--- src/rtl/seq_1010_pkg.sv ---
// Shared definitions for the 1010 pattern transmitter and the 1010 detectors:
// state width, state encoding and a small helper for the Busy decode.
package seq_1010_pkg;

   localparam int STATE_W = 3;

   // Encoding matches the detector blocks; codes 7 and above are unused.
   typedef enum logic [STATE_W-1:0] {
      IDLE  = 3'd0,
      S1    = 3'd1,
      S10   = 3'd2,
      S101  = 3'd3,
      S1010 = 3'd4,
      GAP   = 3'd5,
      DONE  = 3'd6
   } state_t;

   // A stream is in flight in every state except IDLE and DONE.
   function automatic logic is_busy(input state_t s);
      case (s)
         S1, S10, S101, S1010, GAP: is_busy = 1'b1;
         default:                   is_busy = 1'b0;
      endcase
   endfunction

endpackage

--- src/rtl/seq_down_counter.sv ---
// Loadable down-counter with a zero flag. Load wins over decrement, and the
// count holds at zero instead of wrapping.
module seq_down_counter #(
   parameter int W = 4
) (
   input  logic         Clk,
   input  logic         Rst,
   input  logic         Load,
   input  logic [W-1:0] Load_Val,
   input  logic         Dec,
   output logic [W-1:0] Cnt,
   output logic         Zero
);

   logic [W-1:0] cnt_reg;

   // Count register: clear on reset, load on request, otherwise step down.
   always_ff @(posedge Clk) begin
      if (Rst) begin
         cnt_reg <= '0;
      end else if (Load) begin
         cnt_reg <= Load_Val;
      end else if (Dec && (cnt_reg != '0)) begin
         cnt_reg <= cnt_reg - W'(1);
      end
   end

   assign Cnt  = cnt_reg;
   assign Zero = (cnt_reg == '0);

endmodule

--- src/rtl/seq_1010_pattern_tx.sv ---
// Serial 1010 pattern transmitter. Emits Count repetitions of 1010, MSB
// first, with Gap zero bits between repetitions, then pulses Done.
module seq_1010_pattern_tx
   import seq_1010_pkg::*;
#(
   parameter int CNT_W = 4,
   parameter int GAP_W = 3
) (
   input  logic               Clk,
   input  logic               Rst,
   input  logic               Start,
   input  logic               Abort,
   input  logic [CNT_W-1:0]   Count,
   input  logic [GAP_W-1:0]   Gap,
   output logic               Out,
   output logic               Out_Vld,
   output logic               Busy,
   output logic               Done,
   output logic [STATE_W-1:0] cs,
   output logic [STATE_W-1:0] ns
);

   state_t             cs_reg;
   state_t             ns_next;
   logic [GAP_W-1:0]   gap_len_reg;

   logic               accept;
   logic               rep_dec;
   logic               gap_load;
   logic               gap_dec;
   logic [GAP_W-1:0]   gap_load_val;

   logic [CNT_W-1:0]   rep_cnt;
   logic               rep_zero;
   logic [GAP_W-1:0]   gap_cnt;
   logic               gap_zero;
   logic               busy_now;

   assign busy_now     = is_busy(cs_reg);
   // The gap counter counts down to zero inclusive, so it starts one short.
   assign gap_load_val = gap_len_reg - GAP_W'(1);

   // Remaining repetitions, including the one currently being sent.
   seq_down_counter #(
      .W (CNT_W)
   ) u_rep_cnt (
      .Clk      (Clk),
      .Rst      (Rst),
      .Load     (accept),
      .Load_Val (Count),
      .Dec      (rep_dec),
      .Cnt      (rep_cnt),
      .Zero     (rep_zero)
   );

   // Remaining gap bit times after the current one.
   seq_down_counter #(
      .W (GAP_W)
   ) u_gap_cnt (
      .Clk      (Clk),
      .Rst      (Rst),
      .Load     (gap_load),
      .Load_Val (gap_load_val),
      .Dec      (gap_dec),
      .Cnt      (gap_cnt),
      .Zero     (gap_zero)
   );

   // State register.
   always_ff @(posedge Clk) begin
      if (Rst) begin
         cs_reg <= IDLE;
      end else begin
         cs_reg <= ns_next;
      end
   end

   // Gap length is captured only when a Start is accepted.
   always_ff @(posedge Clk) begin
      if (Rst) begin
         gap_len_reg <= '0;
      end else if (accept) begin
         gap_len_reg <= Gap;
      end
   end

   // Next-state logic and counter controls; Abort overrides everything.
   always_comb begin
      ns_next  = cs_reg;
      accept   = 1'b0;
      rep_dec  = 1'b0;
      gap_load = 1'b0;
      gap_dec  = 1'b0;
      if (busy_now && Abort) begin
         ns_next = IDLE;
      end else begin
         case (cs_reg)
            IDLE: begin
               if (Start && !Abort) begin
                  accept  = 1'b1;
                  ns_next = (Count != '0) ? S1 : DONE;
               end
            end
            S1:    ns_next = S10;
            S10:   ns_next = S101;
            S101:  ns_next = S1010;
            S1010: begin
               // Last repetition (zero cannot occur here, treated the same).
               if (rep_zero || (rep_cnt == CNT_W'(1))) begin
                  ns_next = DONE;
               end else begin
                  rep_dec = 1'b1;
                  if (gap_len_reg == '0) begin
                     ns_next = S1;
                  end else begin
                     ns_next  = GAP;
                     gap_load = 1'b1;
                  end
                  end
            end
            GAP: begin
               if (gap_zero) begin
                  ns_next = S1;
               end else begin
                  gap_dec = (gap_cnt != '0);
               end
            end
            DONE:    ns_next = IDLE;
            default: ns_next = IDLE;
         endcase
      end
   end

   // Moore output decode from the current state.
   always_comb begin
      Out     = 1'b0;
      Out_Vld = 1'b0;
      Done    = 1'b0;
      case (cs_reg)
         S1, S101: begin
            Out     = 1'b1;
            Out_Vld = 1'b1;
         end
         S10, S1010, GAP: begin
            Out_Vld = 1'b1;
         end
         DONE:    Done = 1'b1;
         default: ;
      endcase
   end

   assign Busy = busy_now;
   assign cs   = cs_reg;
   assign ns   = ns_next;

endmodule
--- config.mk ---
export PLATFORM = sky130hd
export DESIGN_NAME = seq_1010_pattern_tx
export DESIGN_NICKNAME = d
export VERILOG_FILES = /design/src/rtl/seq_1010_pkg.sv /design/src/rtl/seq_down_counter.sv /design/src/rtl/seq_1010_pattern_tx.sv
export SDC_FILE = /design/constraint.sdc
export NUM_CORES = 1
export LEC_CHECK = 0
export CAP_MARGIN = 20
export CORE_ASPECT_RATIO = 0.75
export CORE_MARGIN = 1
export CORE_UTILIZATION = 45
export CTS_BUF_LIST = sky130_fd_sc_hd__clkbuf_4
export DETAILED_ROUTE_END_ITERATION = 6
export HOLD_SLACK_MARGIN = 0.12
export PLACE_DENSITY = 0.74
export SYNTH_ARGS = -nofsm -noshare
export SYNTH_HDL_FRONTEND = slang
export SYNTH_SLANG_ARGS = --single-unit
--- constraint.sdc ---
create_clock -name Clk -period 3.05 [get_ports Clk]
set_clock_uncertainty 0.05 [all_clocks]
set_input_delay 0.61 -clock Clk [delete_from_list [all_inputs] [get_ports Clk]]
set_output_delay 0.61 -clock Clk [all_outputs]
set_load 0.02 [all_outputs]
==> results.md, run 1 <==
- Status: finished clean
- Largest net degree at the start of global routing: 23
- Clock sink count: 13
- Worst setup EP type: output port
- Global route overflow: 0
- GP Congestion: 0.858
- Max clock buf depth: 2
- Cell leakage power: 0.454 nW
- Share of layout cells above drive strength 1: 0.114
- Most common cell after layout, fill and taps aside: clkdlybuf4s50_1
- TritonCTS clock tree: built
- Post-layout min period: 2.88 ns
- # H-tree levels: 1
- Vias per cell: 5.95
- Starting density of the core: 0.483
- Critical-path maximum fanout: 8
- Final hold slack: 0.439 ns
- Die ar.: 2380 sq um
- Critical path, cell by cell: clkdlybuf4s50_1 -> buf_4 -> nand2b_1 -> o31a_1 -> a21oi_1 -> dlygate4sd2_1
- Vias: 1030
- Ant diodes: 0
- Mapped Area: 982 sq um
- GR Util All Layers: 0.241
- Hold crit path type: reg2reg
- Buffers on Ports: 20
- Seq cells post-synth: 13
- Total length of routed wires: approximately 2600 um
- Global Route met2 Usage: 0.376
- Final nets: 164
- # Post-CTS Setup Buffers: 0
- Post-CTS Resized: 3
- Mean Syn Cell Area: 7.73 sq um
- Residual DRC: 0
- CORE AREA: between 2000 and 2500 sq um
- Setup violators final: 0
- Slowest stage cell on the critical path: clkdlybuf4s50_1
- Worst Tran Pin Value: 0.662 ns
- Max-slew violations: 0
- First-pass GRT wire length: 4350 um
- Post-synth EDFFs: 0
- Syn nets: 141
- Max Freq: 0.347 GHz
- Worst-Skew Late Latency: ~0.28 ns
- Final Hold Fails: 0
- Synth warn: 0
- Most frequent cells in the layout: clkdlybuf4s50_1 (17), dfxtp_1 (13), nor2_1 (12), nand2_1 (9), nand3_1 (9)
- Ys flop type: dfxtp_1
- GR Util met1: 0.320
- Crit-path max cell delay: 0.44 ns
- Mean routed wirelength per cell: 14.9 um
- Number of max-cap violations: 0
- Final Core Density: 0.616
- Site row count: 14
- Die Y-Extent: 42.5 um
- Seq/Total Area, Yosys: 0.265
- Area grow syn2layout: 27.5%
- Met3 usage: 0.0679
- RSZ-0062 raised after global routing: false
- Vias in the first global route: 927
- CTS Buf Count: 3
- Cells after synthesis: 127
- First-pass detailed-route iteration total: 4
- Number of flip-flops in the largest register: 4
- Count of different cell masters after synthesis: 50
- GRT busiest layer: met2
- Asr flop ratio synth: 0
- CTS root buffer: clkbuf_4
- Worst-path clk slew: 0.08 ns
- CP startpoint kind: input pin
- Maximum vdd ir drop: 0.000316 V
- CP required: between 2 and 2.5 ns
- Chip Width: 55.9 um
- Ports: 21
- P per Cell Area: 412 nW/um^2
- Slew HR: 0.558
- Fill cells: 182
- Data arrival time of the worst path: around 2.2 ns
- DP HPWL: 1880 um
- Tcrit/Tclk final: 0.944
- 1st-iter DRT viols: 32
- Initial antenna violation count: 0
- Final ANT Viol Nets: 0
- Crit Path Class: in2out
- Hold Buf Count CTS: 0
per-stage QoR:
stage	instance area, sq um	setup slack [ns]	std cells	setup TNS (ns)	power (mW)
after detailed placement	1220	-0.101	169	-0.271	0.400
after CTS	1250	0.0945	173	0	0.517
final	1250	0.170	173	0	0.516
after global routing	1250	0.0276	173	0	0.548
after floorplan	982	0.567	127	0	0.325
after global placement	1220	-0.115	169	-0.260	0.397
synth_stat cells, drive strengths merged (2+ instances only):
cell type	instances	area, sq um
dfxtp	13	260
nor2	12	45.0
nand2	9	33.8
nand3	9	45.0
o21ai	8	43.8
buf	6	33.8
a21oi	5	25.0
inv	5	18.8
nand2b	4	25.0
nor3	4	20.0
a211oi	3	22.5
and2	3	21.3
and3	3	18.8
clkbuf	3	11.3
ha	3	37.5
nand3b	3	22.5
a21boi	2	15.0
mux2i	2	20.0
nor4	2	12.5
o2111ai	2	17.5
o211ai	2	15.0
or3	2	17.5
or4b	2	20.0
xnor2	2	17.5
where the power goes:
part	internal, mW	switching [mW]	total (mW)
registers	0.183	0.0222	0.205
logic	0.0871	0.104	0.191
clock network	0.0598	0.0603	0.120
total	0.330	0.186	0.516
layer usage:
metal	vias to the layer above	share of wire
met4	0	0.014
met5	-	0
met3	5	0.049
met1	475	0.49
li1	518	-
met2	32	0.45
final cells by class:
type | instances | area, sq um | area share
multi-input cells | 100 | 664 | 0.530
flip-flops and latches | 13 | 260 | 0.208
repair buffers | 27 | 249 | 0.199
clock buffers | 4 | 30.0 | 0.0240
well taps | 24 | 30.0 | 0.0240
inverters | 5 | 18.8 | 0.0150
worst paths after layout:
check | start | endpoint | slack (ns) | cells after the start
worst max-delay path | Abort | ns[1] | 0.17 | 6
worst min register to register | gap_len_reg[1] | gap_len_reg[1] | 0.44 | 2
worst max register to register | cs[2] | u_gap_cnt.Cnt[1] | 0.30 | 8
worst min-delay path | gap_len_reg[1] | gap_len_reg[1] | 0.44 | 2
critical path: cells and delay by family:
| kind | cells | cell delay, ns |
|---|---|---|
| AOI/OAI and AO/OA | 2 | 0.46 |
| buffers and inverters | 3 | 0.98 |
| and+or+nand+nor | 1 | 0.16 |
cells by family after synthesis:
| group | Yosys count | synth area share |
|---|---|---|
| flip-flops | 13 | 0.265 |
| AO/OA/AOI/OAI | 32 | 0.227 |
| multiplexers | 3 | 0.0318 |
| adder cells (fa/ha/maj) | 3 | 0.0382 |
| XOR/XNOR | 3 | 0.0268 |
| AND/OR/NAND/NOR | 59 | 0.347 |
| buffers and inverters | 14 | 0.0649 |
(Power assumes the default switching activity.)
==> run 2, diff against run 1 <==
- CORE_UTILIZATION: 45 -> 30
- PLACE_DENSITY: 0.74 -> 0.54
==> results.md, run 2 (same netlist as run 1, synthesis figures left out) <==
- GR Util All Layers: 0.169 (was 0.241)
- Max-slew violations: 0 (unchanged)
- Vias in the first global route: 941 (was 927)
- Global route overflow: 0 (unchanged)
- TritonCTS clock tree: built (unchanged)
- Largest net degree at the start of global routing: 23 (unchanged)
- Worst Tran Pin Value: 0.639 ns (was 0.662 ns)
- Post-layout min period: 2.92 ns (was 2.88 ns)
- RSZ-0062 raised after global routing: false (unchanged)
- Buffers on Ports: 20 (unchanged)
- Mean routed wirelength per cell: 13.5 um (was 14.9 um)
- Initial antenna violation count: 0 (unchanged)
- Starting density of the core: 0.325 (was 0.483)
- Cell leakage power: 0.458 nW (was 0.454 nW)
- CTS root buffer: clkbuf_4 (unchanged)
- Post-Route Setup TNS: 0 ns (unchanged)
- Chip Width: 68.1 um (was 55.9 um)
- Die Y-Extent: 51.6 um (was 42.5 um)
- First-pass detailed-route iteration total: 4 (unchanged)
- Residual DRC: 0 (unchanged)
- DP HPWL: 1960 um (was 1880 um)
- Most frequent cells in the layout: clkdlybuf4s50_1 (17), dfxtp_1 (13), nor2_1 (12), nand2_1 (9), nand3_1 (9) (unchanged)
- Max clock buf depth: 2 (unchanged)
- Final nets: 165 (was 164)
- Number of flip-flops in the largest register: 4 (unchanged)
- # Post-CTS Setup Buffers: 0 (unchanged)
- Site row count: 17 (was 14)
- Final WS setup: 0.126 ns (was 0.170 ns)
- GP Congestion: 0.816 (was 0.858)
- Maximum vdd ir drop: 0.000164 V (was 0.000316 V)
- Slowest stage cell on the critical path: clkdlybuf4s50_1 (unchanged)
- CORE AREA: 3020 sq um (was 2030 sq um)
- Area grow syn2layout: 29.9% (was 27.5%)
- Share of layout cells above drive strength 1: 0.120 (was 0.114)
- Max Freq: 0.342 GHz (was 0.347 GHz)
- Worst setup EP type: output port (unchanged)
- Die ar.: 3510 sq um (was 2380 sq um)
- Hold crit path type: reg2reg (unchanged)
- Slew HR: 0.574 (was 0.558)
- Critical-path maximum fanout: 8 (unchanged)
- Vias: 1011 (was 1030)
- Critical path, cell by cell: clkdlybuf4s50_1 -> buf_4 -> nor2_1 -> and3_1 -> a221oi_1 -> nor2_1 -> dlygate4sd2_1 (was clkdlybuf4s50_1 -> buf_4 -> nand2b_1 -> o31a_1 -> a21oi_1 -> dlygate4sd2_1)
- Crit-path max cell delay: 0.48 ns (was 0.44 ns)
- Tcrit/Tclk final: 0.959 (was 0.944)
- P per Cell Area: 400 nW/um^2 (was 412 nW/um^2)
- # H-tree levels: 1 (unchanged)
- Ant diodes: 0 (unchanged)
- CP startpoint kind: input pin (unchanged)
- Total power draw: 0.510 mW (was 0.516 mW)
- Crit Path Class: in2out (unchanged)
- Post-place setup slack: -0.0957 ns (was -0.101 ns)
- Status: finished clean (unchanged)
- Data arrival time of the worst path: 2.26 ns (was 2.22 ns)
- Setup violators final: 0 (unchanged)
- Number of max-cap violations: 0 (unchanged)
- Final ANT Viol Nets: 0 (unchanged)
- Final Hold Fails: 0 (unchanged)
- 1st-iter DRT viols: 30 (was 32)
- Clock sink count: 13 (unchanged)
- Most common cell after layout, fill and taps aside: clkdlybuf4s50_1 (unchanged)
- Worst-Skew Late Latency: 0.28 ns (about the same)
- Worst-path clk slew: 0.08 ns (about the same)
- CP required: 2.39 ns (about the same)
- First-pass GRT wire length: 4430 um (was 4350 um)
- Total length of routed wires: 2550 um (was 2590 um)
- Ports: 21 (unchanged)
- Vias per cell: 5.38 (was 5.95)
- Fill cells: 325 (was 182)
- Cell mode on critical path: nor2_1
- CTS Buf Count: 3 (unchanged)
[run 2: cell types whose count changed in the layout (fill, tap and decap cells not counted)]
| cell | change |
|---|---|
| a221oi_1 | +1 |
| a221oi_2 | -1 |
| buf_4 | +1 |
| a211oi_1 | -1 |
| a211oi_2 | +1 |
[run 2: worst max-delay path: cells and delay by family]
| kind | cells | cell delay [ns] |
|---|---|---|
| compound gates | 1 | 0.33 |
| simple gates | 3 | 0.36 |
| buf+inv | 3 | 0.96 |
[run 2: metal layers]
| metal | vias up | GRT usage | wire length (um) |
|---|---|---|---|
| li1 | 523 | - | - |
| met1 | 469 | 0.246 | 1390 |
| met2 | 17 | 0.245 | 1010 |
| met3 | 2 | 0.0548 | 130 |
| met4 | 0 | 0.0208 | 10 |
| met5 | - | 0 | 0 |
[run 2: final timing paths]
| check | slack [ns] | to | cells after the start | startpoint |
|---|---|---|---|---|
| setup / recovery | 0.13 | ns[0] | 7 | Abort |
| hold / removal | 0.43 | gap_len_reg[1] | 2 | gap_len_reg[1] |
| setup reg to reg | 0.35 | u_gap_cnt.Cnt[1] | 8 | cs[2] |
| hold reg to reg | 0.43 | gap_len_reg[1] | 2 | gap_len_reg[1] |
[run 2: through the flow]
| step | hold slack [ns] | utilization | instance area (sq um) | instances |
|---|---|---|---|---|
| final | 0.434 | 0.423 | 1280 | 188 |
| after detailed placement | 0.423 | 0.412 | 1240 | 184 |
| after global routing | 0.477 | 0.423 | 1280 | 188 |
| after CTS | 0.435 | 0.423 | 1280 | 188 |
| after floorplan | 0.399 | - | 982 | 127 |
| after global placement | 0.419 | 0.412 | 1240 | 184 |
[run 2: repair_timing]
item	CTS	global route
gates resized for setup	4	0
endpoints found under the setup margin	3	0
hold buffers	0	0
endpoints found under the hold margin	0	0
[run 2: where the power goes]
part,leakage [nW],internal (mW),switching [mW]
Combinational,0.334,0.0868,0.102
Clock,0.0184,0.0596,0.0575
Sequential,0.106,0.183,0.0213
Total,0.458,0.329,0.181
[run 2: area by class of cell]
| type | count | area, sq um | share of cell area |
|---|---|---|---|
| Inverter | 5 | 18.8 | 0.0147 |
| Tap cell | 38 | 47.5 | 0.0373 |
| Timing Repair Buffer | 28 | 256 | 0.201 |
| Sequential cell | 13 | 260 | 0.204 |
| Multi-Input combinational cell | 100 | 663 | 0.520 |
| Clock buffer | 4 | 30.0 | 0.0235 |
==> run 3, diff against run 2 <==
- CORE_UTILIZATION: 30 -> 52
- PLACE_DENSITY: 0.54 -> 0.83
==> results.md, run 3 (same netlist as run 1, synthesis figures left out) <==
- Status: finished clean (unchanged)
- TritonCTS clock tree: built (unchanged)
- Final WS setup: 0.142 ns (was 0.126 ns)
- GP Congestion: 0.898 (was 0.816)
- Hold crit path type: reg2reg (unchanged)
- CTS root buffer: clkbuf_4 (unchanged)
- # H-tree levels: 1 (unchanged)
- DP HPWL: 1860 um (was 1960 um)
- Share of layout cells above drive strength 1: 0.108 (was 0.120)
- Crit-path max cell delay: 0.43 ns (was 0.48 ns)
- Max Freq: 0.344 GHz (was 0.342 GHz)
- CP startpoint kind: input pin (unchanged)
- First-pass GRT wire length: 3780 um (was 4430 um)
- 1st-iter DRT viols: 36 (was 30)
- GR Util met1: 0.325 (was 0.246)
- Post-layout min period: 2.91 ns (was 2.92 ns)
- Vias in the first global route: 820 (was 941)
- Worst-path clk slew: 0.08 ns (about the same)
- Die Y-Extent: 39.6 um (was 51.6 um)
- Multi-input logic area: 664 sq um (was 663 sq um)
- Critical-path maximum fanout: 3 (was 8)
- Max-slew violations: 0 (unchanged)
- Global route overflow: 0 (unchanged)
- Final ANT Viol Nets: 0 (unchanged)
- Die ar.: 2070 sq um (was 3510 sq um)
- Vias per cell: 5.99 (was 5.38)
- CORE AREA: 1760 sq um (was 3020 sq um)
- Total length of routed wires: 2530 um (was 2550 um)
- Maximum vdd ir drop: 0.000341 V (was 0.000164 V)
- CP required: 2.39 ns (about the same)
- Starting density of the core: 0.559 (was 0.325)
- R2R Setup Slk: 0.37 ns (was 0.35 ns)
- Tcrit/Tclk final: 0.953 (was 0.959)
- GRT busiest layer: met2 (was met1)
- Final instance area: 1240 sq um (was 1280 sq um)
- First-pass detailed-route iteration total: 4 (unchanged)
- RSZ-0062 raised after global routing: false (unchanged)
- Chip Width: 52.2 um (was 68.1 um)
- Cell leakage power: 0.449 nW (was 0.458 nW)
- Critical path, cell by cell: clkdlybuf4s50_1 -> nor4_1 -> buf_4 -> nand2_1 -> a221oi_2 -> nor2_1 -> dlygate4sd2_1 (was clkdlybuf4s50_1 -> buf_4 -> nor2_1 -> and3_1 -> a221oi_1 -> nor2_1 -> dlygate4sd2_1)
- Area grow syn2layout: 26.5% (was 29.9%)
- Final hold slack: 0.445 ns (was 0.434 ns)
- Ant diodes: 0 (unchanged)
- Site row count: 13 (was 17)
- Dpl cell area: 1210 sq um (was 1240 sq um)
- CTS Buf Count: 3 (unchanged)
- Met3 usage: 0.0853 (was 0.0548)
- Number of flip-flops in the largest register: 4 (unchanged)
- Hold Buf Count CTS: 0 (unchanged)
- Final nets: 163 (was 165)
- Worst path buffer plus inverter count: 3 (unchanged)
- Ports: 21 (unchanged)
- Final Hold Fails: 0 (unchanged)
- Seq. cell area: 260 sq um (unchanged)
- Buffers on Ports: 20 (unchanged)
- Worst setup EP type: output port (unchanged)
- GR Util All Layers: 0.268 (was 0.169)
- Mean routed wirelength per cell: 14.9 um (was 13.5 um)
- Worst-Skew Late Latency: 0.29 ns (was 0.28 ns)
- Crit Path Class: in2out (unchanged)
- Initial antenna violation count: 0 (unchanged)
- Vias: 1019 (was 1011)
- Post-place setup slack: -0.135 ns (was -0.0957 ns)
- Data arrival time of the worst path: 2.25 ns (was 2.26 ns)
- Residual DRC: 0 (unchanged)
- Largest net degree at the start of global routing: 23 (unchanged)
- Max clock buf depth: 2 (unchanged)
- Total power draw: 0.515 mW (was 0.510 mW)
- Clock sink count: 13 (unchanged)
- Fill cells: 151 (was 325)
- Final Core Density: 0.707 (was 0.423)
- Slew HR: 0.563 (was 0.574)
- Largest delay share family, worst path: buffers and inverters (unchanged)
- Most common cell after layout, fill and taps aside: clkdlybuf4s50_1 (unchanged)
- Worst Tran Pin Value: 0.655 ns (was 0.639 ns)
- Setup violators final: 0 (unchanged)
- Slowest stage cell on the critical path: clkdlybuf4s50_1 (unchanged)
- P per Cell Area: 414 nW/um^2 (was 400 nW/um^2)
- Most frequent cells in the layout: clkdlybuf4s50_1 (17), dfxtp_1 (13), nor2_1 (12), nand2_1 (9), nand3_1 (9) (unchanged)
- Global Route met2 Usage: 0.442 (was 0.245)
- Number of max-cap violations: 0 (unchanged)
## run 3: worst paths after layout
check,start,end,depth (start not counted)
worst max register to register,cs[2],u_gap_cnt.Cnt[1],8
worst min-delay path,gap_len_reg[1],gap_len_reg[1],2
worst max-delay path,Abort,ns[0],7
worst min register to register,gap_len_reg[1],gap_len_reg[1],2
## run 3: final cells by class
cell class,count,area share
sequential,13,0.209
clock buffer,4,0.0242
tap,22,0.0222
inverter,5,0.0151
timing repair buffer,26,0.194
multi-input combinational,100,0.535
## run 3: repair_timing
| action | in CTS | in global routing |
|---|---|---|
| hold endpoints to repair | 0 | 0 |
| gates resized for setup | 4 | 0 |
| endpoints found under the setup margin | 3 | 0 |
| setup buffers | 0 | 0 |
## run 3: power by group
part           total, mW  internal [mW]  switching, mW
clock network      0.122         0.0598         0.0621
registers          0.206          0.183         0.0229
logic              0.187         0.0850          0.102
total              0.515          0.328          0.187
## run 3: stage by stage
step,cells,setup TNS [ns]
6_report,170,0
5_1_grt,170,0
4_1_cts,170,0
3_5_place_dp,166,-0.328
3_3_place_gp,166,-0.250
2_1_floorplan,127,0
## run 3: tightest hold or removal path: stages (launching register included)
cell     delay [ns]
dfxtp_1        0.34
nand2_1        0.06
a21oi_1        0.06
## run 3: routing by layer
layer,wire length [um],share of wire
met5,0,0
met4,13,0.0051
met3,178,0.070
met2,1220,0.48
met1,1110,0.44
